===== config.mk =====
export PLATFORM = sky130hd
export DESIGN_NAME = factory_test_seq
export DESIGN_NICKNAME = d
export VERILOG_FILES = /design/src/rtl/factory_test_seq.sv
export SDC_FILE = /design/constraint.sdc
export NUM_CORES = 1
export LEC_CHECK = 0
export BUFFER_PORTS_ARGS = -buffer_cell sky130_fd_sc_hd__buf_2
export CAP_MARGIN = 40
export CELL_PAD_IN_SITES_DETAIL_PLACEMENT = 1
export CELL_PAD_IN_SITES_GLOBAL_PLACEMENT = 1
export CORE_UTILIZATION = 38
export CTS_BUF_LIST = sky130_fd_sc_hd__clkbuf_8
export DETAILED_ROUTE_END_ITERATION = 16
export GPL_ROUTABILITY_DRIVEN = 0
export PLACE_DENSITY = 0.89
export SETUP_SLACK_MARGIN = 0.5
export SLEW_MARGIN = 20
export SYNTH_ARGS = -nofsm -noshare
export SYNTH_HDL_FRONTEND = slang
export SYNTH_SLANG_ARGS = --single-unit

===== constraint.sdc =====
create_clock -name clk -period 3 [get_ports clk]
set_clock_uncertainty 0.15 [all_clocks]
set_input_delay 0.6 -clock clk [delete_from_list [all_inputs] [get_ports clk]]
set_output_delay 0.6 -clock clk [all_outputs]
set_load 0.01 [all_outputs]

===== src/rtl/factory_test_seq.sv =====
// factory_test_seq: self-test sequencer for the 8-bit bidirectional IO bank.
// Drives 18 fixed patterns with all output enables set, samples the loopback
// after each pattern settles, and accumulates error count, per-bit failure
// mask and first failing step. Reports pass/fail with a one-cycle done pulse.
module factory_test_seq #(
  parameter int unsigned SETTLE = 2  // DRIVE cycles per step, 1..15
) (
  input  logic       clk,
  input  logic       rst,
  input  logic       start,
  input  logic       abort,
  input  logic [7:0] loop_in,
  output logic [7:0] pat_out,
  output logic [7:0] oe_out,
  output logic       busy,
  output logic       done,
  output logic       pass,
  output logic [4:0] err_cnt,
  output logic [7:0] bit_err,
  output logic [4:0] fail_idx
);

  typedef enum logic [1:0] {
    S_IDLE,
    S_DRIVE,
    S_SAMPLE,
    S_FIN
  } state_e;

  localparam logic [4:0] LAST_STEP   = 5'd17;
  localparam logic [4:0] NO_FAIL     = 5'h1F;
  localparam logic [3:0] SETTLE_LAST = 4'(SETTLE - 1);

  state_e     state_q, state_d;
  logic [4:0] step_q, step_d;
  logic [3:0] cnt_q, cnt_d;
  logic [4:0] err_q, err_d;
  logic [7:0] bit_err_q, bit_err_d;
  logic [4:0] fail_q, fail_d;
  logic       pass_q, pass_d;
  logic [7:0] pat_q, pat_d;
  logic       busy_q, busy_d;
  logic       done_q, done_d;
  logic [7:0] diff;

  // Step 0 all-zero, step 1 all-one, steps 2..9 walking one, 10..17 walking zero.
  function automatic logic [7:0] pattern(input logic [4:0] s);
    logic [7:0] p;
    p = 8'h00;
    if (s == 5'd1)                      p = 8'hFF;
    else if (s >= 5'd2 && s <= 5'd9)    p = 8'h01 << (s - 5'd2);
    else if (s >= 5'd10)                p = ~(8'h01 << (s - 5'd10));
    return p;
  endfunction

  // Next-state, step sequencing, compare and result accumulation.
  always_comb begin
    // NOTE: every variable gets a default first so no path leaves one unassigned, which would infer a latch.
    state_d   = state_q;
    step_d    = step_q;
    cnt_d     = cnt_q;
    err_d     = err_q;
    bit_err_d = bit_err_q;
    fail_d    = fail_q;
    pass_d    = pass_q;
    diff      = loop_in ^ pat_q;

    unique case (state_q)
      S_IDLE: begin
        if (start && !abort) begin
          state_d   = S_DRIVE;
          step_d    = 5'd0;
          cnt_d     = 4'd0;
          err_d     = 5'd0;
          bit_err_d = 8'h00;
          fail_d    = NO_FAIL;
          pass_d    = 1'b0;
        end
      end
      S_DRIVE: begin
        if (abort)                     state_d = S_IDLE;
        else if (cnt_q == SETTLE_LAST) state_d = S_SAMPLE;
        else                           cnt_d   = cnt_q + 4'd1;
      end
      S_SAMPLE: begin
        // The loopback is only trusted here, after the pattern has settled.
        bit_err_d = bit_err_q | diff;
        if (diff != 8'h00) begin
          err_d = err_q + 5'd1;
          if (fail_q == NO_FAIL) fail_d = step_q;
        end
        if (abort) begin
          state_d = S_IDLE;
        end else if (step_q == LAST_STEP) begin
          state_d = S_FIN;
          pass_d  = (err_d == 5'd0);  // includes the final step's result
        end else begin
          state_d = S_DRIVE;
          step_d  = step_q + 5'd1;
          cnt_d   = 4'd0;
        end
      end
      S_FIN: begin
        state_d = S_IDLE;
      end
      default: state_d = S_IDLE;
    endcase

    // Pin-facing outputs are computed from the next state so they can be registered.
    busy_d = (state_d == S_DRIVE) || (state_d == S_SAMPLE);
    pat_d  = busy_d ? pattern(step_d) : 8'h00;
    done_d = (state_d == S_FIN);
  end

  // State and output registers; reset wins over every input.
  always_ff @(posedge clk) begin
    // NOTE: sequential state uses non-blocking assignments so all flops update from pre-edge values.
    if (rst) begin
      state_q   <= S_IDLE;
      step_q    <= 5'd0;
      cnt_q     <= 4'd0;
      err_q     <= 5'd0;
      bit_err_q <= 8'h00;
      fail_q    <= NO_FAIL;
      pass_q    <= 1'b0;
      pat_q     <= 8'h00;
      busy_q    <= 1'b0;
      done_q    <= 1'b0;
    end else begin
      state_q   <= state_d;
      step_q    <= step_d;
      cnt_q     <= cnt_d;
      err_q     <= err_d;
      bit_err_q <= bit_err_d;
      fail_q    <= fail_d;
      pass_q    <= pass_d;
      pat_q     <= pat_d;
      busy_q    <= busy_d;
      done_q    <= done_d;
    end
  end

  assign pat_out  = pat_q;
  assign oe_out   = {8{busy_q}};
  assign busy     = busy_q;
  assign done     = done_q;
  assign pass     = pass_q;
  assign err_cnt  = err_q;
  assign bit_err  = bit_err_q;
  assign fail_idx = fail_q;

endmodule


==> flow_metrics.env <==
export IMPL_cts_root_buffer="clkbuf_8"
export IMPL_grt_overflow_total=0
export IMPL_fmax_mhz=359.9
export IMPL_max_stage_delay_ns=0.38
export IMPL_htree_levels=2
export IMPL_cts_tree="built"
export IMPL_via_count=2311
export IMPL_die_y_um=78.92
export IMPL_synth_nets=280
export IMPL_hold_viol=0
export IMPL_drt_iter0_drc=100
export IMPL_initial_core_util_pct=40.09
export IMPL_post_synth_cell_area_avg_um2=8.648
export IMPL_critPathArrivalTime_ns=2.81
export IMPL_yosys_warnings=0
export IMPL_ir_drop_mv=0.2198
export IMPL_dr_pass1_iters=4
export IMPL_nNetsFinal=346
export IMPL_area_growth_syn_to_layout_pct=32.72
export IMPL_avgViaCountPerCell=5.792
export IMPL_wl_per_cell_um=20.44
export IMPL_fin_tns_setup_ns=0
export IMPL_dieArea_um2=6228
export IMPL_worstSetupPathType="flip-flop to flip-flop"
export IMPL_synth_top_area_share_pct=35.61
export IMPL_period_share_pct=92.62
export IMPL_status="complete, no violations"
export IMPL_synth_edf_count=0
export IMPL_fin_util_pct=53.21
export IMPL_drive_gt1_share_pct=40.98
export IMPL_netlist_top_cell_by_area="dfxtp_1"
export IMPL_pin_count=49
export IMPL_drv_cap=0
export IMPL_ys_ff_latch=40
export IMPL_tightest_slew_ns=0.7049
export IMPL_route_detailed_drc=0
export IMPL_maxSlewViolCount=0
export IMPL_synth_area_leaders="dfxtp_1, nor2_1, a21oi_1, ha_1, xor2_1"
export IMPL_cts_made_buffers=5
export IMPL_end_kind="flip-flop"
export IMPL_pre_cts_slack_ns=0.1061
export IMPL_critPathLaunchType="flip-flop"
export IMPL_cp_required_ns=3.03
export IMPL_antenna_found_initial=0
export IMPL_async_reset_ff_share_pct=0
export IMPL_slew_headroom_pct=53.01
export IMPL_syn_area_um2=2248
export IMPL_cp_slowest_cell="ha_1"
export IMPL_crit_family="simple AND/OR/NAND/NOR gates"
export IMPL_hold_path_class="flip-flop to flip-flop"
export IMPL_p_comb_share_pct=8.2
export IMPL_clkPwrFrac_pct=42.1
export IMPL_holdWs_ns=0.3265
export IMPL_p_int_uw=815.3
export IMPL_clkSinkCount=40
export IMPL_swShare_pct=24.67
export IMPL_grt_pass1_wl_mm=12.65
export IMPL_drtAntennaViolNets=0
export IMPL_setup_violations=0
export IMPL_fin_area_um2=2984
export IMPL_worstPathCellList="inv_4 -> ha_4 -> nor4bb_4 -> buf_4 -> or3_4 -> a2bb2oi_4 -> buf_12 -> ha_1 -> nand2b_1 -> a21oi_1 -> o221ai_1"
export IMPL_ys_seq_area_share_pct=35.61
export IMPL_min_period_ns=2.778
export IMPL_critPathBufInv=3
export IMPL_rsz0062_at_grt="true"
export IMPL_clock_latency_ns=0.31
export IMPL_grt_pass1_vias=2462
export IMPL_finalWirelength_mm=8.154
export IMPL_ys_flop_type="dfxtp_1"
export IMPL_p_sw_uw=267.0
export IMPL_leakagePower_uw=0.001259
export IMPL_num_rows=27
export IMPL_hpwl_mm=4.771
export IMPL_power_frac_seq_pct=49.7
export IMPL_synth_cell_type_count=56
export IMPL_cts_clk_slew_worst_paths_ns=0.09
export IMPL_critical_path_max_fanout=5
export IMPL_setup_slack_ns=0.2215
export IMPL_grt_use_total_pct=26.80
export IMPL_fp_dieW_um=78.92
export IMPL_multi_input_comb_area_um2=1480
export IMPL_grt_max_degree=22
export IMPL_io_buffers=48
export IMPL_coreArea_um2=5608
export IMPL_diodes=0
export IMPL_cts_buffer_depth=2
export IMPL_synthCells=260
export IMPL_fill_cells=671
export IMPL_ff_latch_area_um2=810.8
export IMPL_powerDensity_nw_per_um2=362.7
export IMPL_place_area_um2=2582
path summary, 6_finish.rpt:
path	start	to	slack, ns	depth (start not counted)
setup / recovery	step_q[1]$_SDFF_PP0_	pat_out[5]$_SDFF_PP0_	0.22	11
hold reg to reg	bit_err[1]$_SDFFE_PP0P_	bit_err[1]$_SDFFE_PP0P_	0.33	2
hold / removal	bit_err[1]$_SDFFE_PP0P_	bit_err[1]$_SDFFE_PP0P_	0.33	2
setup reg to reg	step_q[1]$_SDFF_PP0_	pat_out[5]$_SDFF_PP0_	0.22	11
sequential cells by signal (all words and copies together) (netlist names):
register,flops
cnt_q,4
fail_idx,5
busy,1
pass,1
state_q,2
done,1
err_cnt,5
step_q,5
bit_err,8
pat_out,8
per-stage QoR:
step           cells  total power (uW)
6_report         399              1082
5_1_grt          399              1110
4_1_cts          394              1078
3_5_place_dp     371             627.9
3_3_place_gp     371             624.4
2_1_floorplan    260             605.0
worst register-to-register path: stages (launching register included):
cell,delay (ns)
dfxtp_4,0.37
inv_4,0.04
ha_4,0.15
nor4bb_4,0.17
buf_4,0.16
or3_4,0.37
a2bb2oi_4,0.18
buf_12,0.15
ha_1,0.38
nand2b_1,0.22
a21oi_1,0.18
o221ai_1,0.15
power groups by stage:
stage	clock [uW]	sequential [uW]	combinational (uW)
after detailed placement	0	551	76.9
after CTS	457	538	83.7
after floorplan	0	551	54.1
final	456	538	88.8
after global routing	476	539	95.6
after global placement	0	551	73.8
cell families after synthesis:
group           share of synthesized area (%)
fa+ha+maj                               4.452
flops                                   35.62
simple gates                            24.99
mux                                     4.229
compound gates                          21.37
buf+inv                                 5.064
xor+xnor                                4.285
synth_stat cells, types with 5 or more instances:
master	n
dfxtp_1	40
mux2i_1	8
nor2b_1	5
nand2b_1	9
buf_4	8
xor2_1	10
o21ai_0	5
ha_1	8
clkbuf_1	6
nand3_1	6
a21oi_1	22
nand2_1	15
nor2_1	39
area by class of cell:
| class | count | area share (%) |
|---|---|---|
| Clock buffer | 5 | 2.306 |
| Clock inverter | 3 | 1.384 |
| Inverter | 5 | 1.132 |
| Multi-Input combinational cell | 199 | 49.60 |
| Sequential cell | 40 | 27.17 |
| Tap cell | 72 | 3.019 |
| Timing Repair Buffer | 75 | 15.39 |
per-layer routing:
metal | track usage, % | routed length [um]
met5 | 0 | 0
met4 | 18.55 | 418
met3 | 4.828 | 426
met2 | 47.65 | 4263
met1 | 28.65 | 3045
cell usage in the layout, fill, tap and decap left out, types with 5 or more instances in the layout:
| master | synthesis | routed |
|---|---|---|
| nor2_1 | 39 | 38 |
| xor2_1 | 10 | 10 |
| buf_2 | 2 | 48 |
| nand2_1 | 15 | 13 |
| nor2b_1 | 5 | 5 |
| nand3_1 | 6 | 5 |
| clkbuf_8 | 0 | 5 |
| nand2b_1 | 9 | 8 |
| ha_1 | 8 | 6 |
| dfxtp_1 | 40 | 36 |
| a21oi_1 | 22 | 14 |
| mux2i_1 | 8 | 7 |
| buf_4 | 8 | 25 |
| a21oi_2 | 1 | 9 |
repair_timing:
item	4_1_cts	5_1_grt
resized for setup	22	15
hold endpoints to repair	0	0
buffers inserted	15	5
pin swaps	11	11
setup endpoints to repair	8	12
hold buffers	0	0
Note: power is estimated with default switching activity, not from simulation.
